[src/rtl/sregn_skid_pkg.sv]
// rtl/sregn_skid_pkg.sv - shared elastic-buffer state encoding, transfer macro and control struct
// Purpose: common definitions for sregn_skid and later elastic blocks.
// Contents: PICO_XFER(v,r) transfer macro, SKID_* state codes, skid_ctrl_t
//           register-load controls, skid_count() state-to-occupancy helper.

`ifndef PICO_XFER
`define PICO_XFER(v, r) ((v) & (r))
`endif

package sregn_skid_pkg;

    localparam logic [1:0] SKID_EMPTY = 2'd0;
    localparam logic [1:0] SKID_ONE   = 2'd1;
    localparam logic [1:0] SKID_FULL  = 2'd2;

    // Load controls for the two data registers, produced by the FSM each cycle.
    typedef struct packed {
        logic main_en;
        logic main_from_skid;
        logic skid_en;
    } skid_ctrl_t;

    function automatic logic [1:0] skid_count(input logic [1:0] st);
        case (st)
            SKID_ONE:  skid_count = 2'd1;
            SKID_FULL: skid_count = 2'd2;
            default:   skid_count = 2'd0;
        endcase
    endfunction

endpackage

[src/rtl/sregn_skid_if.sv]
// rtl/sregn_skid_if.sv - upstream/downstream handshake bundle for sregn_skid
// Purpose: groups both valid/ready streams and the occupancy output.
// Signals: in_valid/in_data/in_ready (upstream), out_valid/out_data/out_ready
//          (downstream), count (occupancy 0..2).
// Modports: master = environment side, slave = buffer side.

interface sregn_skid_if #(
    parameter int width = 32
);
    logic             in_valid;
    logic [width-1:0] in_data;
    logic             in_ready;
    logic             out_valid;
    logic [width-1:0] out_data;
    logic             out_ready;
    logic [1:0]       count;

    modport master (
        output in_valid, in_data, out_ready,
        input  in_ready, out_valid, out_data, count
    );

    modport slave (
        input  in_valid, in_data, out_ready,
        output in_ready, out_valid, out_data, count
    );
endinterface

[src/rtl/sregn_noinit.sv]
// rtl/sregn_noinit.sv - enable-load data register with synchronous active-low clear
// Purpose: one data entry of the elastic buffer.
// Ports: clk, reset (sync, active-low, clears q), en (load d), d, q.

module sregn_noinit #(
    parameter int width = 32
) (
    input  logic             clk,
    input  logic             reset,
    input  logic             en,
    input  logic [width-1:0] d,
    output logic [width-1:0] q
);

    always_ff @(posedge clk) begin
        if (!reset) begin
            q <= '0;
        end else if (en) begin
            q <= d;
        end
    end

endmodule

[src/rtl/sregn_skid.sv]
// rtl/sregn_skid.sv - two-entry elastic pipeline register with registered in_ready
// Purpose: decouples an upstream producer from a downstream consumer without
//          losing or duplicating words; in_ready comes straight from a flop.
// Ports: clk, reset (sync, active-low), enable (global stall),
//        bus (sregn_skid_if.slave: in_valid/in_data/in_ready,
//        out_valid/out_data/out_ready, count).

module sregn_skid
    import sregn_skid_pkg::*;
#(
    parameter int width = 32
) (
    input  logic          clk,
    input  logic          reset,
    input  logic          enable,
    sregn_skid_if.slave   bus
);

    logic [1:0]       state_q;
    logic [1:0]       next_state;
    logic [1:0]       count_q;
    logic             in_ready_q;
    skid_ctrl_t       ctrl;
    logic             in_ready_eff;
    logic             out_valid_eff;
    logic             accept;
    logic             drain;
    logic [width-1:0] main_q;
    logic [width-1:0] skid_q;
    logic [width-1:0] main_d;

    // Stall masks both handshakes so no transfer can happen while frozen.
    assign in_ready_eff  = in_ready_q & enable;
    assign out_valid_eff = (state_q != SKID_EMPTY) & enable;

    assign accept = `PICO_XFER(bus.in_valid, in_ready_eff);
    assign drain  = `PICO_XFER(out_valid_eff, bus.out_ready);

    always_comb begin
        next_state = state_q;
        ctrl       = '0;
        case (state_q)
            SKID_EMPTY: begin
                if (accept) begin
                    next_state   = SKID_ONE;
                    ctrl.main_en = 1'b1;
                end
            end
            SKID_ONE: begin
                if (accept && drain) begin
                    ctrl.main_en = 1'b1;
                end else if (accept) begin
                    next_state   = SKID_FULL;
                    ctrl.skid_en = 1'b1;
                end else if (drain) begin
                    next_state = SKID_EMPTY;
                end
            end
            SKID_FULL: begin
                // in_ready_q is low here, so only a drain can occur.
                if (drain) begin
                    next_state          = SKID_ONE;
                    ctrl.main_en        = 1'b1;
                    ctrl.main_from_skid = 1'b1;
                end
            end
            default: begin
                next_state = SKID_EMPTY;
            end
        endcase
    end

    always_ff @(posedge clk) begin
        if (!reset) begin
            state_q    <= SKID_EMPTY;
            count_q    <= 2'd0;
            in_ready_q <= 1'b1;
        end else if (enable) begin
            state_q    <= next_state;
            count_q    <= skid_count(next_state);
            in_ready_q <= (next_state != SKID_FULL);
        end
    end

    // Head register refills from the skid entry when a full buffer drains.
    assign main_d = ctrl.main_from_skid ? skid_q : bus.in_data;

    sregn_noinit #(.width(width)) u_main (
        .clk   (clk),
        .reset (reset),
        .en    (ctrl.main_en),
        .d     (main_d),
        .q     (main_q)
    );

    sregn_noinit #(.width(width)) u_skid (
        .clk   (clk),
        .reset (reset),
        .en    (ctrl.skid_en),
        .d     (bus.in_data),
        .q     (skid_q)
    );

    assign bus.in_ready  = in_ready_eff;
    assign bus.out_valid = out_valid_eff;
    assign bus.out_data  = main_q;
    assign bus.count     = count_q;

endmodule
[src/flat_wrapper.sv]
// flat-port wrapper written by rule: the top's interface ports become plain ports
module sregn_skid_flat import sregn_skid_pkg::*;
#(
    parameter int width = 32
)
  (clk, reset, enable, bus_in_valid, bus_in_data, bus_out_ready, bus_in_ready, bus_out_valid, bus_out_data, bus_count);
  sregn_skid_if #(.width(width)) bus_i ();
  input  logic clk;
  input  logic reset;
  input  logic enable;
  input wire logic [$bits(bus_i.in_valid)-1:0] bus_in_valid;
  input wire logic [$bits(bus_i.in_data)-1:0] bus_in_data;
  input wire logic [$bits(bus_i.out_ready)-1:0] bus_out_ready;
  output wire logic [$bits(bus_i.in_ready)-1:0] bus_in_ready;
  output wire logic [$bits(bus_i.out_valid)-1:0] bus_out_valid;
  output wire logic [$bits(bus_i.out_data)-1:0] bus_out_data;
  output wire logic [$bits(bus_i.count)-1:0] bus_count;
  assign bus_i.in_valid = bus_in_valid;
  assign bus_i.in_data = bus_in_data;
  assign bus_i.out_ready = bus_out_ready;
  assign bus_in_ready = bus_i.in_ready;
  assign bus_out_valid = bus_i.out_valid;
  assign bus_out_data = bus_i.out_data;
  assign bus_count = bus_i.count;
  sregn_skid #(.width(width)) u_core (.clk(clk), .reset(reset), .enable(enable), .bus(bus_i));
endmodule
[config.mk]
export PLATFORM = sky130hd
export DESIGN_NAME = sregn_skid_flat
export DESIGN_NICKNAME = d
export VERILOG_FILES = /design/src/rtl/sregn_skid_pkg.sv /design/src/rtl/sregn_skid_if.sv /design/src/rtl/sregn_noinit.sv /design/src/rtl/sregn_skid.sv /design/src/flat_wrapper.sv
export SDC_FILE = /design/constraint.sdc
export NUM_CORES = 1
export LEC_CHECK = 0
export ABC_CLOCK_PERIOD_IN_PS = 1350
export CORE_ASPECT_RATIO = 1.5
export CORE_MARGIN = 2
export CORE_UTILIZATION = 25
export CTS_CLUSTER_SIZE = 8
export DETAILED_ROUTE_END_ITERATION = 12
export SKIP_LAST_GASP = 1
export SLEW_MARGIN = 20
export SYNTH_ARGS = -nofsm -noshare
export SYNTH_HDL_FRONTEND = slang
export SYNTH_SLANG_ARGS = --single-unit
export TNS_END_PERCENT = 100
[constraint.sdc]
create_clock -name clk -period 1.35 [get_ports clk]
set_input_delay 0.27 -clock clk [delete_from_list [all_inputs] [get_ports clk]]
set_output_delay 0.27 -clock clk [all_outputs]
set_load 0.02 [all_outputs]
Yosys cells after proc, flatten, opt, wreduce, memory -nomap -nowiden
Cells that the tools add are included.

Flip-flop bits (word level): 69. Latch bits: 0. RAM bits: 0. ROM bits: 0. Input port bits: 37. Output and inout bits: 36. Logic and storage cells: 32. Memories kept: 0.

$add $sub $neg: 0. Multiply operators: 0. Divide/modulo/power cells: 0. $lt $le $gt $ge: 0. Equality and inequality tests: 5. Shifts and indexed selects: 0. Muxes and demuxes: 15. Bitwise operators: 4. Reductions and logical operators: 3.

Operators by type and width (number): $mux 32 (1); $mux 2 (6); $pmux 2 s3 (1); $mux 1 (5); $and 1x1->1 (4); $eq 2x1->1 const B (2); $eq 2x2->1 const B (2); $pmux 2 s2 (1); $pmux 1 s3 (1); $logic_not 2->1 (1); $ne 2x2->1 const B (1); $reduce_bool 2->1 (1); $logic_and 1x1->1 (1).

Logic depth before layout (Yosys ltp)
Gate-level depths: netlist of run 1.

Word-level depth: 9. Depth in mapped cells: 7. Mapped depth without buffers: 4.

Hierarchy
A second synthesis of run 1 with hierarchy kept.

Cell total of the unflattened synthesis: 276. Area total of the unflattened synthesis: 3270.6 um2.

Modules (own cells, without submodules): sregn_noinit (instances 2, cells an instance 103, area an instance 1243.7 um2, seq. area each 640.6 um2); sregn_skid (instances 1, cells an instance 70, area an instance 783.3 um2, seq. area each 100.1 um2).

Worst setup path after synthesis of run 1
Ideal clock, no wire load.

Kind: reg-to-reg. Start point: register u_core.state_q[0]. End point: register u_core.u_main.q[10]. Setup time: 120 ps. Arrival time: 1228 ps. Required time: 1230 ps. Path slack: 2 ps. Stages on the path, launching flop included: 6. Buffers on the path: 1. Period minus slack after synthesis: 1348 ps. Cells stage by stage: dfxtp_1 -> nor2b_2 -> o31a_4 -> buf_6 -> a221oi_2 -> nor2_1.

Longest elaborated chain between the ends: 6. Elaborated cells on any way between the ends: 12. Classes of those cells: eq/ne (2); mux (5); bitwise (2); reduce/logical (3).

Ends and longest elaborated chain: start: declaration (line sregn_skid.sv:19) `logic [1:0] state_q;`; start signal: assignment (line sregn_skid.sv:79) `state_q <= next_state;`; $reduce_bool 2->1 (line sregn_skid.sv:34) `assign out_valid_eff = (state_q != SKID_EMPTY) & enable;`; $and 1x1->1 (line sregn_skid.sv:34); $and 1x1->1 (no source line); $logic_and 1x1->1 or $mux 2 (tied branches) (line sregn_skid.sv:50, sregn_skid.sv:61); $mux 1 (on tied branches) (line sregn_skid.sv:50, sregn_skid.sv:42); $pmux 1 s3 or $mux 32 (tied branches) (line sregn_skid.sv:42, sregn_skid.sv:86); end signal: assignment (line sregn_noinit.sv:17) `q <= '0;`; end signal: assignment (line sregn_noinit.sv:19) `q <= d;`; end: declaration (line sregn_noinit.sv:12) `output logic [width-1:0] q`.

Parallel ways exist; a longest one is shown, timed or not. A chain may end at the register's enable or synchronous reset.

Final worst setup path of run 1
Start point: register u_core.state_q[0]. End point: register u_core.state_q[0].

Longest elaborated chain between the ends: 7. Elaborated cells on any way between the ends: 13. Classes of those cells: eq/ne (2); mux (6); bitwise (2); reduce/logical (3).

Ends and longest elaborated chain: $reduce_bool 2->1 (line sregn_skid.sv:34); $and 1x1->1 (line sregn_skid.sv:34); $and 1x1->1 (no source line); $mux 2 (line sregn_skid.sv:55) `end else if (drain) begin`; $mux 2 (line sregn_skid.sv:52) `end else if (accept) begin`; $mux 2 (line sregn_skid.sv:50) `if (accept && drain) begin`; $pmux 2 s3 (*) (line sregn_skid.sv:42) `case (state_q)`.

Every way passes the cells marked *; elsewhere a longest branch is shown, timed or not.

==> flow_summary.json, run 1 <==
{
  "fin_crit_sh_pct": 112,
  "tightest_slew_ps": 360,
  "min_period_ps": 1510,
  "synth-edff-count": 0,
  "avgSynthCellArea_um2": 9.40,
  "yosys_register_bits": 69,
  "dp_hpwl_um": 5570,
  "setup_viol": 68,
  "path_class": "reg2reg",
  "slew_headroom_pct": 75.7,
  "cts.sinks": 69,
  "async_flop_share_pct": 0,
  "path_cells": "buf_6, nor2b_4, buf_6, buf_4, buf_6, xnor2_2, a211oi_2, nor2_1",
  "nets": 461,
  "fin_ws_ps": -164,
  "design.die.area_mm2": 0.0129,
  "worst_path_most_repeated_cell": "buf_6",
  "cp-start-kind": "register",
  "die_h_um": 138,
  "arrival_ps": 1720,
  "fin_tns_setup_ps": -6130,
  "synthesis.area_mm2": 0.00299,
  "maxSlewViolCount": 0,
  "via_per_inst": 4.82,
  "overflow": 0,
  "grt_usage_pct": 15.9,
  "boundaryPins": 73,
  "grt_max_degree": 36,
  "end_kind": "register",
  "cts.reportedPaths.clkPinSlew_ps": 50,
  "synth_top_flop_cell": "dfxtp_1",
  "multi_input_area_mm2": 0.00167,
  "p_per_area_mw_per_mm2": 1180,
  "coreArea_mm2": 0.0116,
  "cts_tree": "built",
  "first_pass_iters": 4,
  "clk_latency_ps": 330,
  "drc": 0,
  "worstReg2RegStart": "u_core.state_q[0]$_SDFFE_PN0P_",
  "cts_htree_levels": 3,
  "synth_cell_types": 28,
  "synth_cells": 318,
  "finalHoldViolations": 0,
  "cts_made_buffers": 9,
  "drt_iter0_markers": 134,
  "antenna_found_initial": 0,
  "gp_congestion": 0.793,
  "synth_nets": 355,
  "vias": 2791,
  "totalWireLength_um": 10300,
  "n_antenna_cell": 0,
  "cap_viol_max_count": 0,
  "drive_above_1_share_pct": 34.5,
  "max-vdd-ir-drop_mv": 0.582,
  "holdCritStartpoint": "reset",
  "critPathSlowestCell": "dfxtp_2",
  "area_delta_synth_final_pct": 64.3,
  "wl_per_cell_um": 17.7,
  "p_leak_uw": 0.00202,
  "row_count": 48,
  "ys_seq_area_share_pct": 46.2,
  "cts_root_buf": "clkbuf_16",
  "violations": "negative setup slack",
  "rsz0062_at_grt": "true",
  "start_util_pct": 25.8,
  "fmax_mhz": 661,
  "ff_latch_area_mm2": 0.00139,
  "die_width_um": 93.3,
  "grt_pass1_vias": 2911,
  "crit_path_max_fanout": 3,
  "yosysWarnings": 0,
  "grt_pass1_wl_um": 15200,
  "final_antenna_net_count": 0,
  "cts_buffer_depth": 2,
  "status": "finished with violations",
  "hold_class": "in2reg",
  "fin_skew_ps": 5.02,
  "crit_start": "u_core.state_q[0]$_SDFFE_PN0P_",
  "critPathMaxStageDelay_ps": 320,
  "io_buffers": 72,
  "timing.hold.ws_ps": 344,
  "critPathRequiredTime_ps": 1560,
  "n_fill_cell": 1116
}
-- per-stage QoR --
step	total power [µW]	setup WS [ps]	area, µm²	instances	util [%]
finish	5780	-164	4910	579	42.4
floorplan	2650	2.36	2990	318	-
global route	5970	-252	4910	579	42.4
detailed placement	3080	-707	3970	536	34.3
CTS	5810	-172	4760	575	41.0
global placement	3070	-906	3940	535	34.0
-- worst max-delay path, delay by kind of cell, from the launching register on --
| family | cells | cell delay, ps |
|---|---|---|
| AOI/OAI and AO/OA | 1 | 270 |
| xor gates and xnor gates | 1 | 120 |
| buffers and inverters | 4 | 470 |
| DFF | 1 | 320 |
| and+or+nand+nor | 2 | 200 |
-- power by group --
group          internal (µW)  leakage, µW  switching [µW]  total (µW)
combinational            488      0.00129             519        1010
sequential              2140     0.000563            64.9        2210
clock                   1710     0.000163             858        2570
-- worst paths after layout --
path	endpoint	slack, ps	cells after the start
worst max-delay path	u_core.state_q[0]$_SDFFE_PN0P_	-160	8
worst min-delay path	u_core.bus.count[1]$_SDFFE_PN0P_	340	3
worst max register to register	u_core.state_q[0]$_SDFFE_PN0P_	-160	8
worst min register to register	u_core.bus.count[1]$_SDFFE_PN0P_	460	2
-- routing by layer --
| layer | GRT usage [%] | wire length [µm] |
|---|---|---|
| met5 | 0 | 0 |
| met3 | 3.48 | 335 |
| met2 | 30.1 | 5770 |
| met1 | 16.6 | 3950 |
| met4 | 7.03 | 199 |
-- final cells by class --
class	instances	share of cell area, %
clock buffer	12	5.22
clock inverter	4	1.43
inverter	3	0.229
multi-input combinational	222	34.1
sequential	69	28.2
tap	150	3.82
timing repair buffer	119	27.0
-- flip-flops by register name, summed over array words and instances (netlist names) --
register,cells
u_core.bus.count,2
u_core.u_skid.q,32
u_core.in_ready_q,1
u_core.u_main.q,32
u_core.state_q,2
-- cell families (layout without fill, tap and decap cells) --
group,Yosys count,count (layout),share of synthesized area [%]
AND/OR/NAND/NOR,113,113,15.7
AO/OA/AOI/OAI,105,108,31.7
flip-flops,69,69,46.2
buffers and inverters,30,138,6.11
XOR/XNOR,1,1,0.293
-- cells in the mapped netlist, types with 2 or more instances --
master,n,area [µm²]
a21boi_1,32,240
a21oi_1,2,10.0
a221oi_1,2,17.5
a221oi_2,30,450
and2_1,2,12.5
buf_2,11,55.1
buf_4,3,22.5
buf_6,6,67.6
clkbuf_1,7,26.3
dfxtp_1,69,1380
inv_1,2,7.51
nand2_1,66,248
nor2_1,38,143
o21ai_0,5,25.0
o21ai_1,30,150
-- cell usage in the layout, fill, tap and decap left out, types with 2 or more instances in the layout --
| cell | synthesis | routed |
|---|---|---|
| dlygate4sd2_1 | 0 | 35 |
| dfxtp_2 | 0 | 3 |
| o21ai_1 | 30 | 20 |
| o31a_4 | 1 | 4 |
| a21oi_1 | 2 | 2 |
| nand2_1 | 66 | 53 |
| nand2_4 | 0 | 4 |
| clkbuf_8 | 0 | 2 |
| o21ai_0 | 5 | 3 |
| o21ai_2 | 0 | 12 |
| buf_4 | 3 | 20 |
| bufinv_16 | 0 | 2 |
| a221oi_2 | 30 | 32 |
| clkdlybuf4s50_1 | 0 | 32 |
| dfxtp_1 | 69 | 66 |
| nand2_2 | 0 | 8 |
| nor2_1 | 38 | 38 |
| buf_2 | 11 | 2 |
| a21boi_1 | 32 | 24 |
| a21boi_2 | 0 | 8 |
| buf_6 | 6 | 11 |
| buf_16 | 0 | 6 |
| buf_12 | 0 | 8 |
| clkbuf_16 | 0 | 12 |
| inv_1 | 2 | 2 |
| clkinv_2 | 0 | 2 |
-- what timing repair did --
item,4_1_cts,5_1_grt
cloned,10,3
resized for setup,90,39
hold endpoints to repair,0,0
setup buffers,13,4
hold buffers,0,0
pin swaps,28,35
endpoints found under the setup margin,102,68
(Power assumes the default switching activity.)
==> run 2, diff against run 1 <==
- CAP_MARGIN: unset -> 40
- CORE_UTILIZATION: 25 -> 44
- PLACE_DENSITY: unset -> 0.75
==> run 2 against run 1 <==
- the flow still finishes with violations (negative setup slack)
- combinational power grew 4%
- sequential power is essentially flat
- largest cell class unchanged
- global-route usage grew 8.0 points
- clock power shrank 35%
- non-clock buffer count is the same
==> flow_summary.json, run 2 (synthesized netlist as in run 1, its figures left out) <==
{
  "p_comb_share_pct": 21.3,
  "first_pass_iters": 4,
  "vias": 2864,
  "dp_hpwl_um": 4900,
  "start_util_pct": 45.8,
  "critPathRequiredTime_ps": 1620,
  "status": "finished with violations",
  "io_buffers": 72,
  "finalHoldViolations": 0,
  "path_cells": "buf_6, and4bb_1, and2_4, buf_4, buf_12, nand2_4, a21boi_2",
  "grt_pass1_wl_um": 13900,
  "antenna_found_initial": 0,
  "cp-start-kind": "register",
  "whs_path_depth": 3,
  "final_cell_mix": "dfxtp_1 (66), nand2_1 (44), nor2_1 (38)",
  "clk_latency_ps": 340,
  "n_antenna_cell": 0,
  "drc": 0,
  "arrival_ps": 1810,
  "gp_congestion": 0.736,
  "finish.utilization_pct": 74.1,
  "dpl.cell_count": 463,
  "boundaryPins": 73,
  "worst-r2r-cell-count": 7,
  "fin_skew_ps": 10.9,
  "maxSlewViolCount": 0,
  "crit_family": "simple AND/OR/NAND/NOR gates",
  "critPathMaxStageDelay_ps": 360,
  "area_delta_synth_final_pct": 61.8,
  "violations": "negative setup slack",
  "instances_no_fill": 502,
  "p_leak_uw": 0.00204,
  "crit_path_max_fanout": 8,
  "fin_ws_ps": -184,
  "p_seq_share_pct": 44.7,
  "via_per_inst": 5.71,
  "design.die.area_mm2": 0.00749,
  "cts_htree_levels": 3,
  "slew_headroom_pct": 74.7,
  "nets": 458,
  "grt_max_degree": 35,
  "fmax_mhz": 652,
  "drive_above_1_share_pct": 38.3,
  "critPathSlowestCell": "dfxtp_4",
  "cap_viol_max_count": 0,
  "cts_root_buf": "clkbuf_8",
  "cts_tree": "built",
  "final_common_cell": "dfxtp_1",
  "setup_viol": 66,
  "tightest_slew_ps": 376,
  "p_per_area_mw_per_mm2": 1020,
  "grt_usage_pct": 23.9,
  "overflow": 0,
  "p_total_uw": 4940,
  "totalWireLength_um": 9580,
  "cp.depth": 7,
  "cts_made_buffers": 9,
  "min_period_ps": 1530,
  "end_kind": "register",
  "drt_iter0_markers": 199,
  "final_antenna_net_count": 0,
  "row_count": 36,
  "cts.sinks": 69,
  "p_int_uw": 3550,
  "power.switching_uw": 1380,
  "reg_top3": "u_core.u_main.q x32, u_core.u_skid.q x32",
  "grt_pass1_vias": 2783,
  "swShare_pct": 28.0,
  "max-vdd-ir-drop_mv": 0.833,
  "cts.reportedPaths.clkPinSlew_ps": 70,
  "hold_class": "in2reg",
  "cts_buffer_depth": 2,
  "path_buf_inv": 3,
  "die_h_um": 105,
  "clkPwrFrac_pct": 34.0,
  "fin_crit_sh_pct": 114,
  "path_class": "reg2reg",
  "wl_per_cell_um": 19.1,
  "rsz0062_at_grt": "true",
  "die_width_um": 71.3,
  "coreArea_mm2": 0.00653
}
==> run 2: changes by cell type in the layout (fill, tap and decap cells not counted), sizes merged <==
cell,delta
bufinv,-1
o31a,-3
clkinvlp,+1
==> run 2: path summary, 6_finish.rpt <==
kind	start	end	slack, ps
max	u_core.state_q[1]$_SDFFE_PN0P_	u_core.u_skid.q[27]$_SDFFE_PN0P_	-180
min	reset	u_core.state_q[0]$_SDFFE_PN0P_	260
max reg2reg	u_core.state_q[1]$_SDFFE_PN0P_	u_core.u_skid.q[27]$_SDFFE_PN0P_	-180
min reg2reg	u_core.u_skid.q[0]$_SDFFE_PN0P_	u_core.u_skid.q[0]$_SDFFE_PN0P_	460
==> run 2: per-layer routing <==
metal  track usage, %  vias up  wire, µm
li1                 -     1334         -
met1             26.0     1406      3730
met2             43.5      107      5210
met3             3.66       17       449
met4             11.9        0       187
met5                0        -         0
==> run 2: stage by stage <==
| step | hold WS (ps) | setup TNS [ps] | worst slack (ps) | instance area [µm²] |
|---|---|---|---|---|
| finish | 264 | -8190 | -184 | 4840 |
| global placement | 443 | -34070 | -556 | 3920 |
| global route | 264 | -11430 | -250 | 4840 |
| CTS | 243 | -5260 | -177 | 4540 |
| floorplan | 391 | 0 | 2.36 | 2990 |
| detailed placement | 448 | -36530 | -605 | 3920 |
==> run 2: power groups by stage <==
stage / clock (µW) / sequential (µW) / combinational [µW]
after floorplan: 0 / 2340 / 310
after global placement: 0 / 2240 / 839
after detailed placement: 0 / 2240 / 851
after CTS: 1690 / 2200 / 1000
after global routing: 1780 / 2220 / 1100
final: 1680 / 2210 / 1050
==> run 2: final cells by class <==
cell class	count	area [µm²]
clock buffer	12	145
inverter	3	11.3
timing repair buffer	119	1370
clock inverter	4	47.5
multi-input combinational	219	1780
tap	76	95.1
fill	399	1690
sequential	69	1390
==> run 2: worst min-delay path, cell delays in order <==
cell and delay, ps:
buf_2 160, o21ai_0 90, nor2_1 50
==> run 2: repair_timing <==
item                                    4_1_cts  5_1_grt
buffers inserted                             13        5
pin swaps                                    26       76
endpoints found under the setup margin      103       71
gates cloned                                  8        2
hold buffers                                  0        0
gates resized for setup                      79       89
